### src/rtl/fifo_buffer.sv
// Synchronous first-word-fall-through FIFO with occupancy count and sticky
// overflow/underflow flags; storage is a plain register array, never reset.
module fifo_buffer #(
  parameter int BUS_SIZE   = 8,
  parameter int ADDR_WIDTH = 4
) (
  input  logic                  clk,
  input  logic                  reset,
  input  logic                  wr,
  input  logic [BUS_SIZE-1:0]   w_data,
  input  logic                  rd,
  input  logic                  clr_err,
  output logic [BUS_SIZE-1:0]   r_data,
  output logic                  empty,
  output logic                  full,
  output logic [ADDR_WIDTH:0]   count,
  output logic                  overflow,
  output logic                  underflow
);

  localparam int DEPTH = 2 ** ADDR_WIDTH;

  logic [BUS_SIZE-1:0]   mem_q [DEPTH];
  logic [ADDR_WIDTH-1:0] wrPtr_q, wrPtr_d;
  logic [ADDR_WIDTH-1:0] rdPtr_q, rdPtr_d;
  logic [ADDR_WIDTH:0]   count_q, count_d;
  logic                  overflow_q, overflow_d;
  logic                  underflow_q, underflow_d;

  logic isEmpty;
  logic isFull;
  logic wrAccept;
  logic rdAccept;

  // Occupancy never exceeds DEPTH, so the count MSB alone marks full.
  assign isEmpty = (count_q == '0);
  assign isFull  = count_q[ADDR_WIDTH];

  // A write while full still lands when a read frees the head slot that edge.
  assign rdAccept = rd && !isEmpty;
  assign wrAccept = wr && (!isFull || rd);

  always_comb begin
    wrPtr_d     = wrPtr_q;
    rdPtr_d     = rdPtr_q;
    count_d     = count_q;
    overflow_d  = overflow_q;
    underflow_d = underflow_q;

    if (wrAccept) begin
      wrPtr_d = wrPtr_q + ADDR_WIDTH'(1);
    end
    if (rdAccept) begin
      rdPtr_d = rdPtr_q + ADDR_WIDTH'(1);
    end

    unique case ({wrAccept, rdAccept})
      2'b10:   count_d = count_q + (ADDR_WIDTH + 1)'(1);
      2'b01:   count_d = count_q - (ADDR_WIDTH + 1)'(1);
      default: count_d = count_q;
    endcase

    if (clr_err) begin
      overflow_d  = 1'b0;
      underflow_d = 1'b0;
    end
    if (wr && !wrAccept) begin
      overflow_d = 1'b1;
    end
    if (rd && !rdAccept) begin
      underflow_d = 1'b1;
    end
  end

  always_ff @(posedge clk or negedge reset) begin
    if (!reset) begin
      wrPtr_q     <= '0;
      rdPtr_q     <= '0;
      count_q     <= '0;
      overflow_q  <= 1'b0;
      underflow_q <= 1'b0;
    end else begin
      wrPtr_q     <= wrPtr_d;
      rdPtr_q     <= rdPtr_d;
      count_q     <= count_d;
      overflow_q  <= overflow_d;
      underflow_q <= underflow_d;
    end
  end

  // Storage has no reset; the reset term only blocks writes while held in reset.
  always_ff @(posedge clk) begin
    if (wrAccept && reset) begin
      mem_q[wrPtr_q] <= w_data;
    end
  end

  assign r_data    = mem_q[rdPtr_q];
  assign empty     = isEmpty;
  assign full      = isFull;
  assign count     = count_q;
  assign overflow  = overflow_q;
  assign underflow = underflow_q;

endmodule
### config.mk
export PLATFORM = sky130hd
export DESIGN_NAME = fifo_buffer
export DESIGN_NICKNAME = d
export VERILOG_FILES = /design/src/rtl/fifo_buffer.sv
export SDC_FILE = /design/constraint.sdc
export NUM_CORES = 1
export LEC_CHECK = 0
export BUFFER_PORTS_ARGS = -buffer_cell sky130_fd_sc_hd__buf_4
export CAP_MARGIN = 20
export CORE_UTILIZATION = 41
export CTS_CLUSTER_DIAMETER = 200
export DETAILED_ROUTE_END_ITERATION = 7
export PLACE_DENSITY_LB_ADDON = 0.05
export SETUP_SLACK_MARGIN = 0.3
export SYNTH_ARGS = -nofsm -noshare
export SYNTH_HDL_FRONTEND = slang
export SYNTH_SLANG_ARGS = --single-unit
### constraint.sdc
create_clock -name clk -period 2.8 [get_ports clk]
set_clock_uncertainty 0.1 [all_clocks]
set_input_delay 0.42 -clock clk [delete_from_list [all_inputs] [get_ports clk]]
set_output_delay 0.42 -clock clk [all_outputs]
set_load 0.005 [all_outputs]
==> results.toml <==
[cts]
cts_root_buf = "clkbuf_16"
cts-buffers-inserted = 17
cts_tree = "built"
cts_max_path_buffers = 2
clkLatencyLatePin_ns = 0.41
h-tree-depth = 4
clk_pin_slew_worst_paths_ns = 0.05
numClockSinks = 143

[worst_setup_path]
rrSetupSlack_ns = 0.22
reg2regPathDepth = 8
critical_path_class = "reg -> out"
cp-end-kind = "output pin"
cp-endpoint = "r_data[4]"
crit_required_ns = 2.28
startpoint = "rdPtr_q[0]"
critPathLaunchType = "register"
r2r_end = "count[4]"
cp_data_arrival_time_ns = 2.06
path_max_fanout = 16
r2r-start = "count[4]"

[drt]
wl_per_cell_um = 20.60
totalWireLength_um = 12170
avgViaCountPerCell = 5.212
wl_met2_um = 5909
drt-initial-drc-count = 199
drtPass1Iterations = 4
met3_length_um = 363
top_layer = "met4"
postRouteAntennaNets = 0
drc = 0
drt-met1-wl_um = 5731
vias = 3080

[synthesis]
synthSimpleGateAreaFrac_pct = 3.468
synth.top_cells.by_area = "edfxtp_1 66%, dfrtp_1 6.5%, mux4_2 6.2%"
ys.warnings.count = 0
seq_area_frac_synth_pct = 72.64
synth-seq-cells = 143
ys_async_sr_fraction_pct = 10.49
synthCells = 325
synthXorXnorAreaFrac_pct = 1.508
synth_fa_ha_area_share_pct = 2.283
synth_top_family_by_area = "multiplexers"
synth-compound-area-share_pct = 5.644
synth_edf_count = 128
synth_mux_area_share_pct = 12.34
ys.flop_type = "edfxtp_1"
yosys.area.top_type = "edfxtp_1"
ys_types = 33
synth_nets = 348
synth_top_area_share_pct = 66.18
synth_area_per_cell_um2 = 17.87
syn_area_um2 = 5808

[sta]
layout_setup_ws_ns = 0.2242
slew_violations = 0
setup-violations-final = 0
finalSetupTns_ns = 0
worstMarginPinSlew_ns = 0.5079
fmax_ghz = 0.3882
slew_headroom_pct = 66.10
hold_viol_final = 0
rsz0062_at_grt = "yes"
min_period_ns = 2.576
post-route-period-util_pct = 91.99

[status]
status = "completed"

[finish]
drive_above_1_share_pct = 36.74
nFillCells = 1131
final_area_um2 = 7298
area_delta_synth_final_pct = 25.66
nNetsFinal = 422
num_antenna_cells = 0

[global_routing]
grt_pass1_vias = 3183
grt_pass1_wl_um = 18520
antenna_found_initial = 0
grt_usage_pct = 17.72
grt-ovfl-total = 0
grt_max_degree = 33

[place]
dp_slack_ns = 0.1658
postPlaceCellArea_um2 = 6404
place_congestion = 0.8281
io_buffer_count = 29
dp_hpwl_um = 7786

[power_and_ir_drop]
p_per_area_nw_per_um2 = 1043
leakage_nw = 2.649
totalPowerFinal_mw = 7.614
peakVddDrop_v = 0.0004876

[die]
chipHeight_um = 121.0
start_util_pct = 42.01
die_w_um = 121.0
pin_count = 30
die_area_um2 = 14650
core_um2 = 13830
rows = 43

[hold_path]
hp-class = "in -> reg"

[run]
max-cap-violations = 0
routing by layer:
layer | GRT usage [%] | vias to the layer above
met5 | 0 | -
met4 | 7.176 | 0
met3 | 3.900 | 14
met2 | 26.61 | 56
met1 | 25.01 | 1577
li1 | - | 1433
sequential cells by signal (all words and copies together), names as in the netlist:
name       cells
underflow      1
count          5
wrPtr_q        4
mem_q        128
overflow       1
rdPtr_q        4
cells in the mapped netlist (2+ instances only):
| cell type | number |
|---|---|
| o21ai_0 | 12 |
| edfxtp_1 | 128 |
| ha_1 | 9 |
| a221oi_1 | 15 |
| buf_2 | 5 |
| xor2_1 | 2 |
| nand3b_1 | 2 |
| nor2_1 | 18 |
| buf_4 | 6 |
| clkbuf_1 | 4 |
| inv_1 | 7 |
| nor2b_1 | 2 |
| nand3_1 | 2 |
| a21o_1 | 2 |
| a22oi_1 | 8 |
| mux2i_1 | 33 |
| dfrtp_1 | 15 |
| mux4_2 | 16 |
| xnor2_1 | 8 |
| nand2_1 | 17 |
| a21oi_1 | 2 |
metrics by stage:
step                utilization [%]  instances  hold slack [ns]
floorplan                         -        325          0.02441
global placement              46.31        545           0.2045
detailed placement            46.31        545           0.2045
CTS                           51.59        580          0.08916
global route                  52.78        591          0.09383
finish                        52.78        591           0.1040
cell type report:
type	count	area (µm²)	area share, %
Inverter	7	26.28	0.3600
Tap cell	180	225.2	3.086
Multi-Input combinational cell	159	1663	22.78
Clock inverter	13	147.6	2.023
Clock buffer	18	429.2	5.880
Timing Repair Buffer	71	585.6	8.023
Sequential cell	143	4222	57.84
placed cells by master, fill, tap and decap left out, types with 2 or more instances in the layout:
| cell | count |
|---|---|
| dfrtp_1 | 13 |
| o21ai_0 | 11 |
| nor2_1 | 18 |
| mux4_2 | 16 |
| nand3_1 | 2 |
| ha_1 | 8 |
| a21oi_2 | 2 |
| inv_1 | 7 |
| a21o_1 | 2 |
| mux2i_2 | 7 |
| a221oi_4 | 5 |
| clkbuf_16 | 18 |
| bufinv_16 | 3 |
| a221oi_1 | 2 |
| xor2_1 | 2 |
| a221oi_2 | 9 |
| buf_4 | 65 |
| buf_6 | 2 |
| clkinv_4 | 2 |
| dfrtp_2 | 2 |
| mux2i_1 | 26 |
| clkinv_2 | 8 |
| edfxtp_1 | 128 |
| buf_12 | 2 |
| a22oi_1 | 8 |
| xnor2_1 | 8 |
| nand3b_1 | 2 |
| nand2_1 | 17 |
critical path: stages, from the launching register on:
cell	delay (ns)
dfrtp_2	0.43
buf_4	0.15
buf_12	0.15
mux2i_1	0.15
a221oi_2	0.35
o21ai_0	0.13
nand2_1	0.14
buf_4	0.13
logic make-up (layout without fill, tap and decap cells):
logic type               count (synthesis)  in the layout
flip-flops                             143            143
multiplexers                            51             51
AND/OR/NAND/NOR                         45             45
AO/OA/AOI/OAI                           43             43
buffers and inverters                   23            109
adder cells (fa/ha/maj)                 10             10
XOR/XNOR                                10             10
what timing repair did:
action | in CTS | in global routing
cloned | 0 | 2
setup buffers | 3 | 9
gates resized for setup | 21 | 11
pin swaps | 3 | 10
endpoints found under the setup margin | 9 | 10
endpoints found under the hold margin | 15 | 0
hold buffers | 1 | 0
report_power, final:
group / leakage [nW] / internal (mW) / switching [mW]
Combinational: 1.02 / 1.38 / 1.39
Sequential: 1.33 / 2.52 / 0.122
Clock: 0.293 / 1.38 / 0.819
worst min-delay path by stage:
stage,from,end,slack (ns),depth (start not counted)
finish,clr_err,underflow,0.10,2
global route,clr_err,underflow,0.09,2
CTS,clr_err,underflow,0.09,2
detailed placement,reset,count[1],0.20,1
global placement,reset,count[1],0.20,1
floorplan,reset,count[0],0.02,0
Note: power is estimated with default switching activity, not from simulation.
